File: config.mk
export PLATFORM = sky130hd
export DESIGN_NAME = psoc_audio_fifo
export DESIGN_NICKNAME = d
export VERILOG_FILES = /design/src/rtl/psoc_audio_fifo.sv
export SDC_FILE = /design/constraint.sdc
export NUM_CORES = 1
export LEC_CHECK = 0
export CAP_MARGIN = 0
export CORE_UTILIZATION = 40
export DETAILED_ROUTE_END_ITERATION = 10
export GPL_TIMING_DRIVEN = 0
export HOLD_SLACK_MARGIN = 0.03
export PLACE_DENSITY = 0.65
export SLEW_MARGIN = 20
export SYNTH_ARGS = -nofsm -noshare
export SYNTH_HDL_FRONTEND = slang
export SYNTH_SLANG_ARGS = --single-unit
File: constraint.sdc
create_clock -name clk -period 11.25 [get_ports clk]
set_input_delay 1.125 -clock clk [delete_from_list [all_inputs] [get_ports clk]]
set_output_delay 1.125 -clock clk [all_outputs]
set_load 0.01 [all_outputs]
File: src/rtl/psoc_audio_fifo.sv
// Stereo sample FIFO feeding the DAC: bus-side valid/ready writes, DAC-side read strobes,
// a held output register, fill level, low-watermark interrupt and sticky underrun status.
module psoc_audio_fifo #(
  parameter int DEPTH_LOG2 = 4,
  parameter int DATA_W     = 48,
  parameter int LOW_WM     = 4
) (
  input  logic                  clk,
  input  logic                  rst_n,
  input  logic                  flush,
  input  logic [DATA_W-1:0]     wr_data,
  input  logic                  wr_valid,
  output logic                  wr_ready,
  input  logic                  rd_en,
  output logic [DATA_W-1:0]     rd_data,
  output logic [DEPTH_LOG2:0]   level,
  output logic                  irq_low,
  output logic                  underrun,
  output logic [7:0]            underrun_cnt,
  input  logic                  clr_underrun
);

  localparam int DEPTH = 1 << DEPTH_LOG2;
  localparam int PW    = DEPTH_LOG2 + 1;
  localparam logic [PW-1:0] PTR_ONE  = PW'(1);
  localparam logic [PW-1:0] LOW_WM_L = PW'(LOW_WM);

  logic [DATA_W-1:0] mem [DEPTH];
  logic [PW-1:0]     wr_ptr;
  logic [PW-1:0]     rd_ptr;
  logic              empty;
  logic              full;
  logic              do_write;
  logic              do_pop;
  logic              do_underrun;

  // Handshake: a word transfers on any edge where wr_valid && wr_ready; wr_ready never
  // looks at wr_valid, and wr_valid may be held or dropped freely while wr_ready is low.
  assign empty       = (wr_ptr == rd_ptr);
  assign full        = (wr_ptr[DEPTH_LOG2-1:0] == rd_ptr[DEPTH_LOG2-1:0]) &&
                       (wr_ptr[DEPTH_LOG2] != rd_ptr[DEPTH_LOG2]);
  assign wr_ready    = !full && !flush;
  assign do_write    = wr_valid && wr_ready;
  assign do_pop      = rd_en && !empty && !flush;
  assign do_underrun = rd_en && empty && !flush;

  assign level   = wr_ptr - rd_ptr;
  assign irq_low = (level <= LOW_WM_L);

  // Storage is not reset; only the pointers define what is valid.
  always_ff @(posedge clk) begin
    if (do_write) begin
      mem[wr_ptr[DEPTH_LOG2-1:0]] <= wr_data;
    end
  end

  always_ff @(posedge clk or negedge rst_n) begin
    if (!rst_n) begin
      wr_ptr  <= '0;
      rd_ptr  <= '0;
      rd_data <= '0;
    end else if (flush) begin
      wr_ptr  <= '0;
      rd_ptr  <= '0;
      rd_data <= '0;
    end else begin
      if (do_write) begin
        wr_ptr <= wr_ptr + PTR_ONE;
      end
      if (do_pop) begin
        rd_data <= mem[rd_ptr[DEPTH_LOG2-1:0]];
        rd_ptr  <= rd_ptr + PTR_ONE;
      end
    end
  end

  // A new underrun in the same cycle as a clear wins, restarting the count at one.
  always_ff @(posedge clk or negedge rst_n) begin
    if (!rst_n) begin
      underrun     <= 1'b0;
      underrun_cnt <= '0;
    end else if (do_underrun) begin
      underrun <= 1'b1;
      if (clr_underrun) begin
        underrun_cnt <= 8'd1;
      end else if (underrun_cnt != 8'hFF) begin
        underrun_cnt <= underrun_cnt + 8'd1;
      end
    end else if (clr_underrun) begin
      underrun     <= 1'b0;
      underrun_cnt <= '0;
    end
  end

endmodule

==> impl_metrics.toml <==
[clocking]
clock_path_buffers = 3
numCtsBuffers = 83
htree_num_levels = 3
cts_resized = 0
cts_tree = "built"
insertion_delay_ns = 0.63
cts_hold_buffers = 0
cts_root_buf = "clkbuf_16"
postCtsSetupBuffers = 0
clk_pin_slew_worst_paths_ns = 0.07
clock_sinks = 835

[placement]
io_buffers = 116
place_ws_ns = 5.88
placed_area_sq_um = 35500
gp_congestion = 0.763
hpwl_um = 50200

[layout]
area_growth_pct = 19.4
utilization_pct = 48.2
multiInputGateArea_sq_um = 6850
final_area_sq_um = 38100
final_nets = 1917
n_antenna_cell = 0
fillers = 6423
layout-drive-gt1-share_pct = 22.6
register_area_sq_um = 24700

[yosys]
synth-seq-cells = 835
yosysSeqAreaShare_pct = 77.5
ys_types = 45
synth-edff-count = 768
synthTopCellsByArea = "edfxtp_1, mux4_2, dfrtp_1"
syn-num-nets = 1644
syn_area_sq_um = 31900
synth.top_cell.area_share_pct = 72.3
ys_warn_count = 0
syn_avg_cell_area_sq_um = 20.2
ys.flop_type = "edfxtp_1"
synthArstFlopShare_pct = 8.02
netlist_instances = 1579
synth_top_cell_by_area = "edfxtp_1"

[pwr]
max-vdd-ir-drop_mv = 0.125
power.density_nw_per_um2 = 186
p_leak_nw = 12.4

[routing]
wirelength_um = 76900
drc_errors = 0
drt_iter0_drc = 1681
ant_nets = 0
routed_via_density = 5.55
vias = 16500
wire_per_inst_um = 25.9
first_pass_iters = 5

[min_path]
min_path_type = "in -> async"

[floorplanning]
core_area_sq_um = 79000
fp.dieW_um = 284
die_h_um = 284
dieArea_sq_um = 80900
start_util_pct = 40.4
rows = 103
ios = 118

[grt]
antenna_found_initial = 5
grt_pass1_vias = 16900
grt_use_total_pct = 19.2
grt_pass1_wl_um = 113000
grt_max_degree = 51
grt_overflow = 0

[setup_path]
worstSetupPathType = "reg -> out"
rr_endpoint = "mem[1][32]"
reg2reg_slack_ns = 5.74
critPathCapture = "irq_low"
end_kind = "output pin"
critPathLaunchType = "register"
startpoint = "rd_ptr[2]"
crit_arrival_ns = 4.54
crit_fanout = 10
ff2ff_path_depth = 12
crit_required_ns = 10.13
timing.rr.start = "rd_ptr[2]"

[timing]
fmax_mhz = 176
skew_ns = 0.0238
tightest_slew_ns = 1.05
report.final.slew_viol_count = 0
rsz0062_at_grt = "no"
setup_viol = 0
maxSlewHeadroom_pct = 30.2
setup_ws_ns = 5.58
period_share_pct = 50.4
finalHoldViolations = 0
min_period_ns = 5.67

[job]
maxCapViolations = 0

[status]
status = "complete, no violations"
-- routing by layer --
layer	GRT usage, %	share of wire (%)
met1	25.9	41
met2	31.4	49
met3	4.47	7.7
met4	5.03	2.1
met5	0	0.066
-- logic make-up (layout without fill, tap and decap cells) --
family	count (synthesis)	after routing	synth area share (%)
AOI/OAI and AO/OA	128	128	2.90
xor gates and xnor gates	7	7	0.216
adders and majority gates	11	11	0.455
buffers and inverters	96	436	1.36
DFF	835	835	77.5
muxes	196	196	13.7
and+or+nand+nor	306	306	3.88
-- final cells by class --
class	instances	area share [%]
Inverter	11	0.108
Timing Repair Buffer	188	5.78
Tap cell	1050	3.45
Buffer	85	1.03
Sequential cell	835	64.9
Clock inverter	43	0.867
Multi-Input combinational cell	648	18.0
Clock buffer	109	5.87
-- sequential cells by signal (all words and copies together), names as in the netlist --
name          count
mem             768
rd_data          48
rd_ptr            5
underrun          1
underrun_cnt      8
wr_ptr            5
-- placed cells by master, fill, tap and decap left out, types with 3 or more instances in the layout --
cell,netlist,routed
buf_12,0,12
clkbuf_8,0,4
mux4_2,192,192
or4_1,3,3
a221o_1,48,48
buf_4,5,33
clkdlybuf4s50_1,0,115
o21ai_0,7,7
buf_1,15,15
nand2_1,251,251
nor2_4,0,11
inv_1,10,10
nand3_1,7,7
nor3_2,0,4
mux2i_1,4,4
bufinv_16,0,3
nor2_1,19,8
clkinv_2,0,10
buf_6,3,8
dfrtp_1,67,67
clkbuf_1,37,58
nor2b_1,3,3
buf_16,0,18
o31ai_1,4,4
ha_1,10,10
clkinv_1,0,17
a21oi_1,58,58
clkinvlp_4,0,7
buf_2,23,33
clkbuf_16,0,84
inv_6,0,3
xnor2_1,4,4
or3_1,5,5
edfxtp_1,768,768
-- how the worst min path moves through the flow --
stage	depth (start not counted)	to	startpoint	slack, ns
floorplan	1	wr_ptr[0]	wr_ptr[0]	0.52
global placement	1	underrun	underrun	0.47
detailed placement	1	underrun	underrun	0.48
CTS	1	underrun_cnt[6]	rst_n	0.32
global route	1	underrun_cnt[4]	rst_n	0.33
finish	1	underrun_cnt[4]	rst_n	0.33
-- worst max-delay path, cell delays in order (launching register included) --
cell and delay (ns):
dfrtp_1 0.33, clkbuf_1 0.44, buf_2 0.45, buf_1 0.57
inv_1 0.17, ha_1 0.37, nor2b_1 0.15, o21ai_0 0.19
nand3_1 0.14, a222oi_1 0.47, clkdlybuf4s50_1 0.63
-- through the flow --
stage,setup TNS [ns],hold slack (ns),power [mW],cells
after floorplan,0,0.515,4.16,1579
after global placement,-415.34,0.469,4.53,2745
after detailed placement,0,0.475,4.55,2817
after CTS,0,0.319,7.16,2969
after global routing,0,0.330,7.34,2969
final,0,0.334,7.10,2969
-- report_power, final --
part	switching, mW	total [mW]	internal [mW]
logic	0.507	0.970	0.463
registers	0.0463	3.50	3.45
clock network	1.15	2.63	1.48
total	1.70	7.10	5.39
-- cell usage after synthesis (5+ instances only) --
| cell | instances |
|---|---|
| inv_1 | 10 |
| or3_1 | 5 |
| o21ai_0 | 7 |
| nor3_1 | 6 |
| edfxtp_1 | 768 |
| nand2_1 | 251 |
| a21oi_1 | 58 |
| dfrtp_1 | 67 |
| buf_2 | 23 |
| mux4_2 | 192 |
| clkbuf_1 | 37 |
| buf_4 | 5 |
| buf_1 | 15 |
| nand3_1 | 7 |
| nor2_1 | 19 |
| a221o_1 | 48 |
| ha_1 | 10 |
Power figures use the tool's default switching activity.
